### src/rtl/score_pkg.sv
// Shared constants for the score renderer: glyph geometry, the 4x7 digit font
// and small constant helpers used when sizing the datapath.
package score_pkg;

    localparam int GLYPH_W = 4;
    localparam int GLYPH_H = 7;

    // Row 0 occupies bits 27:24; inside each row nibble, column 0 is the MSB.
    localparam logic [27:0] GLYPH_TABLE [10] = '{
        28'b0110_1001_1001_1001_1001_1001_0110,
        28'b0010_0110_0010_0010_0010_0010_0111,
        28'b0110_1001_0001_0010_0100_1000_1111,
        28'b1110_0001_0001_0110_0001_0001_1110,
        28'b1001_1001_1001_1111_0001_0001_0001,
        28'b1111_1000_1110_0001_0001_1001_0110,
        28'b0110_1000_1000_1110_1001_1001_0110,
        28'b1111_0001_0010_0100_0100_0100_0100,
        28'b0110_1001_1001_0110_1001_1001_0110,
        28'b0110_1001_1001_0111_0001_0001_0110
    };

    function automatic logic glyph_bit(input logic [3:0] d, input logic [2:0] r, input logic [1:0] c);
        logic [4:0] idx;
        idx = {r, c};
        if (d > 4'd9 || r > 3'd6) return 1'b0;
        return GLYPH_TABLE[d][5'd27 - idx];
    endfunction

    function automatic int unsigned pow10(input int n);
        int unsigned p;
        p = 1;
        for (int i = 0; i < n; i++) p = p * 10;
        return p;
    endfunction

endpackage

### src/rtl/bin2bcd_seq.sv
// Sequential double-dabble converter: one binary bit per cycle after start,
// done is high for one cycle once all SCORE_W bits have been shifted in.
module bin2bcd_seq #(
    parameter int SCORE_W = 7,
    parameter int DIGITS  = 2
) (
    input  logic                  clk,
    input  logic                  rst_n,
    input  logic                  start,
    input  logic [SCORE_W-1:0]    bin,
    output logic                  busy,
    output logic                  done,
    output logic [4*DIGITS-1:0]   bcd
);

    localparam int BCD_W = 4 * DIGITS;
    localparam int CNT_W = $clog2(SCORE_W + 1);

    logic [SCORE_W-1:0] bin_r;
    logic [BCD_W-1:0]   bcd_r;
    logic [BCD_W-1:0]   bcd_adj;
    logic [CNT_W-1:0]   bits_left;

    always_comb begin
        bcd_adj = bcd_r;
        for (int i = 0; i < DIGITS; i++) begin
            if (bcd_r[4*i +: 4] >= 4'd5) bcd_adj[4*i +: 4] = bcd_r[4*i +: 4] + 4'd3;
        end
    end

    always_ff @(posedge clk or negedge rst_n) begin
        if (!rst_n) begin
            busy      <= 1'b0;
            bits_left <= '0;
            bin_r     <= '0;
            bcd_r     <= '0;
        end else if (start && !busy) begin
            busy      <= 1'b1;
            bits_left <= CNT_W'(SCORE_W);
            bin_r     <= bin;
            bcd_r     <= '0;
        end else if (busy) begin
            if (bits_left != '0) begin
                bcd_r     <= {bcd_adj[BCD_W-2:0], bin_r[SCORE_W-1]};
                bin_r     <= bin_r << 1;
                bits_left <= bits_left - CNT_W'(1);
            end else begin
                busy <= 1'b0;
            end
        end
    end

    assign done = busy && (bits_left == '0);
    assign bcd  = bcd_r;

endmodule

### src/rtl/score_renderer.sv
// Renders a decimal score as scaled 4x7 glyphs into a pixel stream, with
// frame-synchronous display updates and blinking after a value change.
module score_renderer
    import score_pkg::*;
#(
    parameter int SCORE_W      = 7,
    parameter int DIGITS       = 2,
    parameter int SCALE_LOG2   = 2,
    parameter int DIGIT_GAP    = 4,
    parameter int V_OFFSET     = 16,
    parameter int BLINK_FRAMES = 8
) (
    input  logic               clk,
    input  logic               rst_n,
    input  logic [11:0]        x,
    input  logic [11:0]        y,
    input  logic [11:0]        h_offset,
    input  logic               frame_start,
    input  logic [SCORE_W-1:0] score_in,
    input  logic               score_valid,
    output logic               score_ready,
    output logic               out
);

    localparam int          CELL      = 1 << SCALE_LOG2;
    localparam int          BOX_W     = GLYPH_W * CELL;
    localparam int          BOX_H     = GLYPH_H * CELL;
    localparam int          PITCH     = BOX_W + DIGIT_GAP;
    localparam int          BCD_W     = 4 * DIGITS;
    localparam int unsigned MAX_SCORE = pow10(DIGITS) - 1;
    localparam int          BLINK_W   = (BLINK_FRAMES > 0) ? $clog2(BLINK_FRAMES + 1) : 1;

    logic [SCORE_W-1:0] score_sat;
    logic               conv_start;
    logic               conv_busy;
    logic               conv_done;
    logic [BCD_W-1:0]   conv_bcd;
    logic [BCD_W-1:0]   pending;
    logic               pending_flag;
    logic [BCD_W-1:0]   shown;
    logic [BLINK_W-1:0] blink_cnt;
    logic               blink_off;

    logic               hit_d;
    logic [3:0]         digit_d;
    logic [2:0]         row_d;
    logic [1:0]         col_d;
    logic               y_in;
    logic               lead_zero;
    logic [3:0]         digit_v;
    int                 px_left;

    logic               s1_hit;
    logic [3:0]         s1_digit;
    logic [2:0]         s1_row;
    logic [1:0]         s1_col;

    always_comb begin
        score_sat = score_in;
        if (32'(score_in) > MAX_SCORE) score_sat = SCORE_W'(MAX_SCORE);
    end

    assign conv_start = score_valid && score_ready && !conv_busy;

    bin2bcd_seq #(
        .SCORE_W (SCORE_W),
        .DIGITS  (DIGITS)
    ) u_conv (
        .clk   (clk),
        .rst_n (rst_n),
        .start (conv_start),
        .bin   (score_sat),
        .busy  (conv_busy),
        .done  (conv_done),
        .bcd   (conv_bcd)
    );

    always_ff @(posedge clk or negedge rst_n) begin
        if (!rst_n)          score_ready <= 1'b1;
        else if (conv_start) score_ready <= 1'b0;
        else if (conv_done)  score_ready <= 1'b1;
    end

    // A fresh result wins over clearing, so a result landing on frame_start stays pending.
    always_ff @(posedge clk or negedge rst_n) begin
        if (!rst_n) begin
            pending      <= '0;
            pending_flag <= 1'b0;
            shown        <= '0;
        end else begin
            if (frame_start && pending_flag) shown <= pending;
            if (conv_done) begin
                pending      <= conv_bcd;
                pending_flag <= 1'b1;
            end else if (frame_start) begin
                pending_flag <= 1'b0;
            end
        end
    end

    always_ff @(posedge clk or negedge rst_n) begin
        if (!rst_n) begin
            blink_cnt <= '0;
        end else if (frame_start) begin
            if (pending_flag && (pending != shown)) blink_cnt <= BLINK_W'(BLINK_FRAMES);
            else if (blink_cnt != '0)               blink_cnt <= blink_cnt - BLINK_W'(1);
        end
    end

    assign blink_off = (blink_cnt != '0) && blink_cnt[0];

    // Boxes never overlap, so at most one digit claims the pixel.
    always_comb begin
        hit_d     = 1'b0;
        digit_d   = 4'd0;
        row_d     = 3'd0;
        col_d     = 2'd0;
        lead_zero = 1'b1;
        digit_v   = 4'd0;
        px_left   = 0;
        y_in      = (int'(y) >= V_OFFSET) && (int'(y) < V_OFFSET + BOX_H);
        for (int k = 0; k < DIGITS; k++) begin
            digit_v   = shown[BCD_W-1-4*k -: 4];
            lead_zero = lead_zero && (digit_v == 4'd0);
            px_left   = int'(h_offset) + k * PITCH;
            if (y_in && (int'(x) >= px_left) && (int'(x) < px_left + BOX_W)
                && !(lead_zero && (k != DIGITS - 1))) begin
                hit_d   = 1'b1;
                digit_d = digit_v;
                col_d   = 2'((int'(x) - px_left) >> SCALE_LOG2);
                row_d   = 3'((int'(y) - V_OFFSET) >> SCALE_LOG2);
            end
        end
    end

    always_ff @(posedge clk or negedge rst_n) begin
        if (!rst_n) begin
            s1_hit   <= 1'b0;
            s1_digit <= 4'd0;
            s1_row   <= 3'd0;
            s1_col   <= 2'd0;
            out      <= 1'b0;
        end else begin
            s1_hit   <= hit_d;
            s1_digit <= digit_d;
            s1_row   <= row_d;
            s1_col   <= col_d;
            out      <= s1_hit && !blink_off && glyph_bit(s1_digit, s1_row, s1_col);
        end
    end

endmodule

### config.mk
export PLATFORM = sky130hd
export DESIGN_NAME = score_renderer
export DESIGN_NICKNAME = d
export VERILOG_FILES = /design/src/rtl/score_pkg.sv /design/src/rtl/bin2bcd_seq.sv /design/src/rtl/score_renderer.sv
export SDC_FILE = /design/constraint.sdc
export NUM_CORES = 1
export LEC_CHECK = 0
export ABC_CLOCK_PERIOD_IN_PS = 3040
export BUFFER_PORTS_ARGS = -buffer_cell sky130_fd_sc_hd__buf_2
export CAP_MARGIN = 20
export CORE_UTILIZATION = 40
export DETAILED_ROUTE_END_ITERATION = 8
export SLEW_MARGIN = 20
export SYNTH_ARGS = -nofsm -noshare
export SYNTH_HDL_FRONTEND = slang
export SYNTH_SLANG_ARGS = --single-unit
### constraint.sdc
create_clock -name clk -period 3.04 [get_ports clk]
set_input_delay 0.152 -clock clk [delete_from_list [all_inputs] [get_ports clk]]
set_output_delay 0.152 -clock clk [all_outputs]
set_load 0.02 [all_outputs]
# [Word level (Yosys, flattened, before mapping)]
# Memory sizes are Yosys's and may differ from the RTL's.
# Index checks and enable logic that the tools add are counted.
[op_classes] reduce_logical=30 bitwise=1 mux=36 magnitude_cmp=13 eq_ne=1 n_addsub=11
[op_table] operator="$mux W28" n=2
[op_table] operator="$mux W7" n=4
[op_table] operator="$add A12 B5 Y13 const B" n=2
[op_table] operator="$mux W8" n=3
[op_table] operator="$mux W4" n=5
[op_table] operator="$mux W3" n=6
[op_table] operator="$logic_and A1 B1 Y1" n=15
[op_table] operator="$add A13 B5 Y14 const B" n=1
[op_table] operator="$lt A12 B14 Y1" n=1
[op_table] operator="$ge A12 B13 Y1" n=1
[op_table] operator="$lt A12 B13 Y1" n=1
[op_table] operator="$mux W1" n=13
[op_table] operator="$ge A12 B12 Y1" n=1
[op_table] operator="$ge A12 B5 Y1 const B" n=1
[op_table] operator="$lt A12 B6 Y1 const B" n=1
[op_table] operator="$reduce_bool A2 Y1" n=5
[op_table] operator="$ge A4 B3 Y1 const B" n=2
[op_table] operator="$ne A8 B8 Y1" n=1
[op_table] operator="$sub A4 B4 Y4" n=2
[op_table] operator="$gt A7 B7 Y1 const B" n=1
[op_table] operator="$lt A5 B6 Y1 const B" n=1
[op_table] operator="$bmux W1 S5" n=1
[op_table] operator="$ge A5 B5 Y1 const B" n=1
[op_table] operator="$not A4 Y5" n=1
[op_table] operator="16 further kinds" n=20
[totals] mem_bits_ro=448 wordCells=107 out_inout_bits=2 inputBits=47 memories=1 ff_bits=52
[memory_table] memory="(no name shown)" depth=16 width=28 read_ports=1 rd_ports_with_merged_regs=0 write_ports=0 line="score_pkg.sv:26" rtl="return GLYPH_TABLE[d][5'd27 - idx];"

# [Logic depth before layout (Yosys ltp)]
[depth] word_depth=8 depth_mapped=16 ltp_nobuf=16

# [By module]
# Synthesis repeated with hierarchy kept, for this count alone.
[hier_totals] cells_unflattened=500 area_unflattened_um2=4505.6
[modules_own_cells] mod="score_renderer" area_each_um2=3485.8 instances=1 cells_each=398
[modules_own_cells] mod="bin2bcd_seq" area_each_um2=1019.7 instances=1 cells_each=102

# [Worst setup path after synthesis]
# OpenSTA, ideal clock, no wires.
[synth_timing] path_kind="input to register" startpoint="in h_offset[5]" endpoint="reg s1_col[0]" arrival_time_ns=2.797 setup_slack_ns=0.106 n_path_buf=1 t_required_ns=2.903 stages=15 cell_sequence="clkbuf_1 -> nand3_1 -> xnor2_1 -> inv_2 -> or2_2 -> nor2_1 -> xor2_1 -> ha_1 -> nand4_1 -> nor2_1 -> a211oi_1 -> o31ai_1 -> a31oi_1 -> o221ai_4 -> mux2i_1"
[synth_via] elab_chain_cells=6
[synth_rtl] item="start: declaration" line="score_renderer.sv:17" rtl="input logic [11:0] h_offset,"
[synth_rtl] item="parallel branches: the longest is 5 deep, another holds $add A13 B5 Y14"
[synth_rtl] item="$mux W2 *" line="score_renderer.sv:126" rtl="if (y_in && (int'(x) >= px_left) && (int'(x) < px_left + BOX_W)"
[synth_rtl] item="named net col_d[0]" line="score_renderer.sv:47" rtl="logic [1:0] col_d;"
[synth_rtl] item="end signal: assignment" line="score_renderer.sv:147" rtl="s1_col <= col_d;"
[synth_rtl] item="end: declaration" line="score_renderer.sv:56" rtl="logic [1:0] s1_col;"
# Mark *: on every way through the listed nets, which the timed path passes.
# A chain may end at the register's enable or synchronous reset.

# [Final worst setup path]
[layout_timing] startpoint="in h_offset[4]" endpoint="reg s1_col[1]"
# Same word-level chain as after synthesis.

==> metrics.yaml <==
clk-insertion-delay-late_ns: 0.31
whs_ns: 0.0215
ys_seq_elements: 52
synth_area_per_cell_sq_um: 8.79
drc_errors: 0
leakagePower_uw: 0.00249
yosysSeqAreaShare_pct: 29.6
portBuffers: 46
synth_top_area_share_pct: 29.0
vdd_drop_max_mv: 0.500
synth_top_cell_by_area: "dfrtp_1"
postPlaceCellArea_sq_um: 4980
synth_warnings: 0
synth_flop_cell: "dfrtp_1"
grt_pass1_vias: 3697
path_class: "primary input to register"
via_per_inst: 5.41
slew_viol_final: 0
dpl.hpwl_mm: 8.12
drv_cap: 0
clk_pin_slew_ns: 0.10
cts_buffer_depth: 2
cts_setup_buffers: 0
antenna_found_initial: 0
fin_skew_ns: 0.00765
min_period_over_period_pct: 91.6
cts_num_sinks: 52
coreArea_sq_um: 10500
dieHeight_um: 107
ys_types: 65
finalSetupViolations: 0
async_flop_share_pct: 100
cts_tree: "built"
pin_count: 49
status: "complete, no violations"
htreeDepth: 2
cts_root_buf: "clkbuf_8"
finalCriticalPeriod_ns: 2.78
synthCells: 500
crit_chain: "buf_2 > inv_1 > ha_2 > a21o_1 > nand2_1 > xnor2_2 > or2_2 > nor2_1 > xor2_1 > ha_1 > nand4_1 > buf_4 > o31ai_1 > a31oi_1 > o221ai_4 > buf_12 > mux2i_1"
setup_tns_ns: 0
syn_nets: 603
grt_max_degree: 35
dr_total_vias: 3834
area_growth_pct: 17.7
startpoint_type: "primary input"
antenna_cells: 0
cts_buffers: 5
slowest_delay_ns: 0.33
netlist_top_cells_count: "57 x nand2_1, 56 x ha_1, 51 x dfrtp_1, 42 x inv_1"
synth_enable_flop_cells: 0
synth_top_cells_by_area: "dfrtp_1 29%, ha_1 16%, nand2_1 4.9%"
slowest_stage: "ha_1"
drt_iter0_drc: 187
drive_above_1_share_pct: 21.1
final_area_sq_um: 5170
drt_wl_total_mm: 10.2
hold_viol_final: 0
grt_pass1_wl_mm: 17.3
power.total_uw: 2950
timing.fmax_mhz: 359
rows: 37
routedWlPerCell_um: 14.4
synthMostInstantiatedCell: "nand2_1"
die_area_sq_um: 11400
hp-class: "primary input to register"
start_util_pct: 41.8
place_congestion: 0.871
track_usage_pct: 18.7
crit_path_end_kind: "register"
fin_nets: 675
syn-cell-area_sq_um: 4400
p_per_area_nw_per_um2: 571
first_pass_iters: 4
crit_path_max_fanout: 10
grt.overflow.total: 0
timing.slew.headroom_pct: 48.8
drtAntennaViolNets: 0
dieWidth_um: 107
cp.arrival_ns: 3.02
worstPathRequired_ns: 3.27
rsz0062_at_grt: "false"
tightest_slew_ns: 0.768
==> sequential cells by signal, summed over array words and instances (netlist names), 2 cells and up <==
register          count
blink_cnt             4
pending               8
u_conv.bin_r          7
u_conv.bits_left      3
s1_row                3
s1_digit              4
u_conv.bcd            8
s1_col                2
shown                 8
==> routing by layer <==
metal / vias to the layer above / wire length (um) / GRT usage [%]
met5: - / 0 / 0
met4: 0 / 47 / 4.31
met3: 4 / 349 / 2.61
met2: 70 / 4800 / 31.4
met1: 1824 / 4980 / 25.5
li1: 1936 / - / -
==> worst paths after layout <==
path                                          start                  end  slack [ns]  cells after the start
worst max-delay path                    h_offset[4]            s1_col[1]        0.26                     17
worst min-delay path                           y[4]            s1_row[2]        0.02                      2
worst max register to register          s1_digit[1]                  out        0.51                      9
worst min register to register  u_conv.bits_left[0]  u_conv.bits_left[0]        0.47                      1
max in group asynchronous                     rst_n             shown[6]        1.85                      3
min in group asynchronous                     rst_n      u_conv.bin_r[4]        0.44                      2
==> cell usage in the layout (no fill, tap or decap), types with 8 or more instances in the layout <==
cell type and instances:
a21oi_1 30, buf_2 46, buf_4 29, dfrtp_1 51, ha_1 55, inv_1 42, mux2_2 13, mux2i_1 8
nand2_1 57, nand3_1 14, nor2_1 31, o21ai_0 29, xnor2_1 19, xor2_1 15
==> final cells by class <==
| cell class | instances | area (sq um) |
|---|---|---|
| sequential | 52 | 1300 |
| multi-input combinational | 392 | 2900 |
| clock inverter | 3 | 90.1 |
| inverter | 44 | 165 |
| timing repair buffer | 77 | 478 |
| tap | 136 | 170 |
| fill | 1014 | 5330 |
| clock buffer | 5 | 68.8 |
==> what timing repair did <==
item / CTS / global route
gates cloned: 0 / 0
gates resized for setup: 1 / 5
pin swaps: 0 / 3
endpoints found under the hold margin: 32 / 0
hold buffers: 1 / 0
endpoints found under the setup margin: 1 / 10
==> worst max-delay path, delay by kind of cell <==
family | cells | cell delay (ns)
AO/OA/AOI/OAI | 4 | 0.75
XOR/XNOR | 2 | 0.25
adder cells (fa/ha/maj) | 2 | 0.52
buffers and inverters | 4 | 0.53
multiplexers | 1 | 0.19
AND/OR/NAND/NOR | 4 | 0.64
==> report_power, final <==
group | total [uW] | internal (uW) | switching, uW | leakage, uW
Sequential | 1130 | 937 | 198 | 0.000678
Clock | 640 | 411 | 229 | 0.0000784
Combinational | 1180 | 518 | 660 | 0.00173
Total | 2950 | 1870 | 1090 | 0.00249
==> kinds of logic after synthesis <==
logic type | after synthesis | synth area share [%]
compound gates | 133 | 20.5
flops | 52 | 29.6
fa+ha+maj | 56 | 15.9
buf+inv | 56 | 4.98
mux | 21 | 5.15
xor+xnor | 36 | 7.34
simple gates | 146 | 16.5
==> per-stage QoR <==
| step | utilization [%] | setup slack [ns] | cells |
|---|---|---|---|
| 2_1_floorplan | - | 0.106 | 500 |
| 6_report | 49.2 | 0.256 | 709 |
| 3_5_place_dp | 47.4 | -0.332 | 700 |
| 3_3_place_gp | 47.4 | -0.255 | 700 |
| 5_1_grt | 49.2 | 0.0184 | 709 |
| 4_1_cts | 49.0 | 0.0875 | 709 |
Note: power is estimated with default switching activity, not from simulation.
